==> src/rtl/master_clk_divider.sv <==
// Derives spi_sclk (clk_in/SCLK_DIV) and aclk (clk_in/ACLK_DIV) as registered 50 % duty clocks.
// Both counters restart together so every aclk edge lands on a spi_sclk falling edge.
module master_clk_divider #(
    parameter int SCLK_DIV = 4,
    parameter int ACLK_DIV = 64
) (
    input  logic clk_in,
    input  logic reset,
    output logic spi_sclk,
    output logic aclk
);

    localparam int S_W = (SCLK_DIV > 2) ? $clog2(SCLK_DIV) : 1;
    localparam int A_W = (ACLK_DIV > 2) ? $clog2(ACLK_DIV) : 1;

    localparam logic [S_W-1:0] S_LAST = S_W'(SCLK_DIV / 2 - 1);
    localparam logic [A_W-1:0] A_LAST = A_W'(ACLK_DIV / 2 - 1);

    // Divisor legality is checked at elaboration so a bad configuration never builds.
    generate
        if (SCLK_DIV < 2 || (SCLK_DIV % 2) != 0) begin : g_bad_sclk
            $fatal(1, "master_clk_divider: SCLK_DIV=%0d must be even and >= 2", SCLK_DIV);
        end
        if (ACLK_DIV < 2 || (ACLK_DIV % 2) != 0) begin : g_bad_aclk
            $fatal(1, "master_clk_divider: ACLK_DIV=%0d must be even and >= 2", ACLK_DIV);
        end
        if (SCLK_DIV >= 1 && (ACLK_DIV % SCLK_DIV) != 0) begin : g_bad_ratio
            $fatal(1, "master_clk_divider: ACLK_DIV=%0d not a multiple of SCLK_DIV=%0d",
                   ACLK_DIV, SCLK_DIV);
        end
    endgenerate

    logic [S_W-1:0] cnt_s;
    logic [A_W-1:0] cnt_a;

    // Half-period counter for the SPI clock; toggling on wrap gives exact 50 % duty.
    always_ff @(posedge clk_in) begin
        if (reset) begin
            cnt_s    <= '0;
            spi_sclk <= 1'b0;
        end else if (cnt_s == S_LAST) begin
            cnt_s    <= '0;
            spi_sclk <= ~spi_sclk;
        end else begin
            cnt_s    <= cnt_s + 1'b1;
        end
    end

    always_ff @(posedge clk_in) begin
        if (reset) begin
            cnt_a <= '0;
            aclk  <= 1'b0;
        end else if (cnt_a == A_LAST) begin
            cnt_a <= '0;
            aclk  <= ~aclk;
        end else begin
            cnt_a <= cnt_a + 1'b1;
        end
    end

endmodule

==> config.mk <==
export PLATFORM = sky130hd
export DESIGN_NAME = master_clk_divider
export DESIGN_NICKNAME = d
export VERILOG_FILES = /design/src/rtl/master_clk_divider.sv
export SDC_FILE = /design/constraint.sdc
export NUM_CORES = 1
export LEC_CHECK = 0
export ABC_CLOCK_PERIOD_IN_PS = 2000
export BUFFER_PORTS_ARGS = -buffer_cell sky130_fd_sc_hd__buf_4
export CORE_AREA = 5 5 42 44
export CTS_CLUSTER_SIZE = 40
export DETAILED_ROUTE_END_ITERATION = 7
export DIE_AREA = 0 0 47 49
export PLACE_DENSITY = 0.42
export SETUP_SLACK_MARGIN = 0.3
export SYNTH_ARGS = -nofsm -noshare
export SYNTH_HDL_FRONTEND = slang
export SYNTH_SLANG_ARGS = --single-unit
==> constraint.sdc <==
create_clock -name clk_in -period 2 [get_ports clk_in]
set_input_delay 0.2 -clock clk_in [delete_from_list [all_inputs] [get_ports clk_in]]
set_output_delay 0.2 -clock clk_in [all_outputs]
set_load 0.1 [all_outputs]
==> run_results.csv <==
group,metric,value,unit
status,outcome,"finished, final reports clean",
yosys,ys_seq_elements,10,
drt,firstDrtPassIters,2,
drt,drt_iter0_drc,4,
final_layout,nets,47,
yosys,yosysTopAreaCell,"dfxtp_1",
drt,drc,0,
power_and_ir_drop,p_seq_share,53.2,%
floorplanning,core,1401,um2
placement,dp_slack,0.5663,ns
placement,io_buffers,3,
drt,vias_per_cell,4.456,
min_path,hold_path.class,"in2reg",
power_and_ir_drop,p_int,306.2,uW
grt,first_global_vias,244,
yosys,synth_warnings,0,
floorplanning,rows,14,
grt,grt-ovfl-total,0,
power_and_ir_drop,swShare,27.12,%
timing,slew_headroom,81.57,%
yosys,yosys.area.top_type_share,51.28,%
power_and_ir_drop,power.switching,113.9,uW
clocking,cts_resized,0,
floorplanning,die_h,49,um
final_layout,finish.utilization,32.23,%
power_and_ir_drop,power,420.1,uW
grt,grt_antenna_before_repair,0,
placement,dp_cells,54,
yosys,ys_seq_area_share,51.28,%
timing,tns,0,ns
clocking,htree_levels,1,
timing,max_freq,0.6999,GHz
floorplanning,ioPinCount,4,
clocking,clk_transition_reported_paths,0.06,ns
clocking,cts_tree,"yes",
worst_setup_path,cp_max_fo,4,
clocking,cts_made_buffers,3,
final_layout,stdcell_count,57,
timing,hold_viol_final,0,
yosys,netlist_instances,36,
clocking,clockBufferDepth,2,
timing,rsz0062_at_grt,"false",
grt,grtUsageTotal,5.799,%
power_and_ir_drop,ir_worst_vdd,334.5,uV
worst_setup_path,crit_path_end_kind,"flop",
clocking,cts_hold_buffers,0,
timing,final-setup-viol-count,0,
power_and_ir_drop,p_leak,0.1650,nW
worst_setup_path,cp-start-kind,"flop",
final_layout,diodes,0,
worst_setup_path,cp.required,2.15,ns
floorplanning,dieArea,2303,um2
power_and_ir_drop,clock_power_share,30.3,%
final_layout,area_delta_synth_final,15.71,%
run,maxCapViolCount,0,
timing,setup_ws,0.5712,ns
yosys,syn-num-nets,40,
final_layout,drive_gt1_share,21.95,%
final_layout,fillers,154,
drt,wire_per_inst,9.825,um
clocking,cts_root_buffer,"clkbuf_4",
final_layout,final_cell_area,451.7,um2
floorplanning,die_width,47,um
yosys,synth.area.top_cells,"dfxtp_1 51%, ha_1 6.4%, nor3_1 5.1%",
placement,post-dp-hpwl,434.5,um
drt,vias,254,
timing,drv_slew,0,
timing,timing.final.crit_share,71.44,%
timing,worst_pin_slew,0.2788,ns
worst_setup_path,cp.arrival,1.58,ns
floorplanning,start_util,27.86,%
timing,fin_worst_hold_slack,0.1904,ns
yosys,syn_area_per_cell,10.84,um2
clocking,clock_sinks,10,
power_and_ir_drop,comb_power_share,16.6,%
worst_setup_path,crit_type,"reg2reg",
grt,grt_max_degree,12,
power_and_ir_drop,powerDensity,930.1,nW/um2
yosys,syn_area,390.4,um2
clocking,clk_latency,0.26,ns
drt,finalWirelength,560,um
yosys,ys_types,18,
grt,grt_pass1_wl,931,um
timing,min_period,1.429,ns
placement,routabilityCongestion,0.6368,
drt,detail-route-antenna-nets,0,
timing,finalClockSkew,0.003280,ns
clocking,cts_setup_buffers,0,
placement,placed_area,429.2,um2
## power by group through the flow
stage               clock network [mW]  registers (mW)  logic (mW)
floorplan                            0           0.255      0.0277
global placement                     0           0.227      0.0676
detailed placement                   0           0.228      0.0699
CTS                              0.133           0.224      0.0699
global route                     0.143           0.225      0.0760
finish                           0.127           0.223      0.0695
## cells by family (layout without fill, tap and decap cells)
logic type	Yosys count	in the layout	share of synthesized area [%]
adder cells (fa/ha/maj)	2	2	6.409
AND/OR/NAND/NOR	14	14	22.11
multiplexers	1	1	3.845
buffers and inverters	2	7	1.921
XOR/XNOR	4	4	8.976
AO/OA/AOI/OAI	3	3	5.446
flip-flops	10	10	51.28
## state kept, by name (all words and copies together) (netlist names)
| register | cells |
|---|---|
| cnt_a | 6 |
| aclk | 1 |
| spi_sclk | 1 |
| cnt_s | 2 |
## routing by layer
| layer | vias to the layer above | share of wire, % | global-route usage (%) | wire length [um] |
|---|---|---|---|---|
| met3 | 0 | 10 | 5.904 | 58 |
| met5 | - | 0 | 0 | 0 |
| met2 | 7 | 44 | 7.919 | 245 |
| met1 | 114 | 46 | 6.236 | 256 |
| met4 | 0 | 0 | 1.382 | 0 |
| li1 | 133 | - | - | - |
## area by class of cell
type	count	area (um2)	share of cell area [%]
clock buffer	3	22.52	4.986
inverter	1	3.754	0.8310
multi-input combinational	24	182.7	40.44
sequential	10	200.2	44.32
tap	16	20.02	4.432
timing repair buffer	3	22.52	4.986
## path summary, 6_finish.rpt
| path | start | endpoint | slack (ns) | depth (start not counted) |
|---|---|---|---|---|
| worst max register to register | cnt_a[0]$_SDFF_PP0_ | aclk$_SDFFE_PP0N_ | 0.57 | 4 |
| worst min-delay path | reset | cnt_a[2]$_SDFF_PP0_ | 0.19 | 2 |
| worst min register to register | cnt_s[0]$_SDFF_PP0_ | cnt_s[0]$_SDFF_PP0_ | 0.43 | 1 |
| worst max-delay path | cnt_a[0]$_SDFF_PP0_ | aclk$_SDFFE_PP0N_ | 0.57 | 4 |
## worst max-delay path, cell delays in order (launching register included)
cell and delay, ns:
dfxtp_1 0.35, ha_1 0.23, nand3_2 0.13, nor3b_4 0.29
mux2_4 0.32
## synth_stat cells, drive strengths merged
master / number
o21ai: 1
a21oi: 1
nor3b: 2
xnor2: 2
inv: 1
ha: 2
a2111o: 1
nor3: 4
nor2b: 1
xor2: 2
nor2: 4
mux2: 1
nand2: 1
dfxtp: 10
nand3: 2
clkbuf: 1
## placed cells by master (no fill, tap or decap)
master	n
clkbuf_4	3
nor2_1	4
nor3b_4	1
ha_1	2
nand2_1	1
nor3_1	4
dfxtp_1	10
nor3b_1	1
nand3_1	1
mux2_4	1
buf_4	3
o21ai_0	1
inv_1	1
nor2b_1	1
nand3_2	1
a2111o_1	1
xor2_1	2
a21oi_1	1
xnor2_1	2
(Power assumes the default switching activity.)
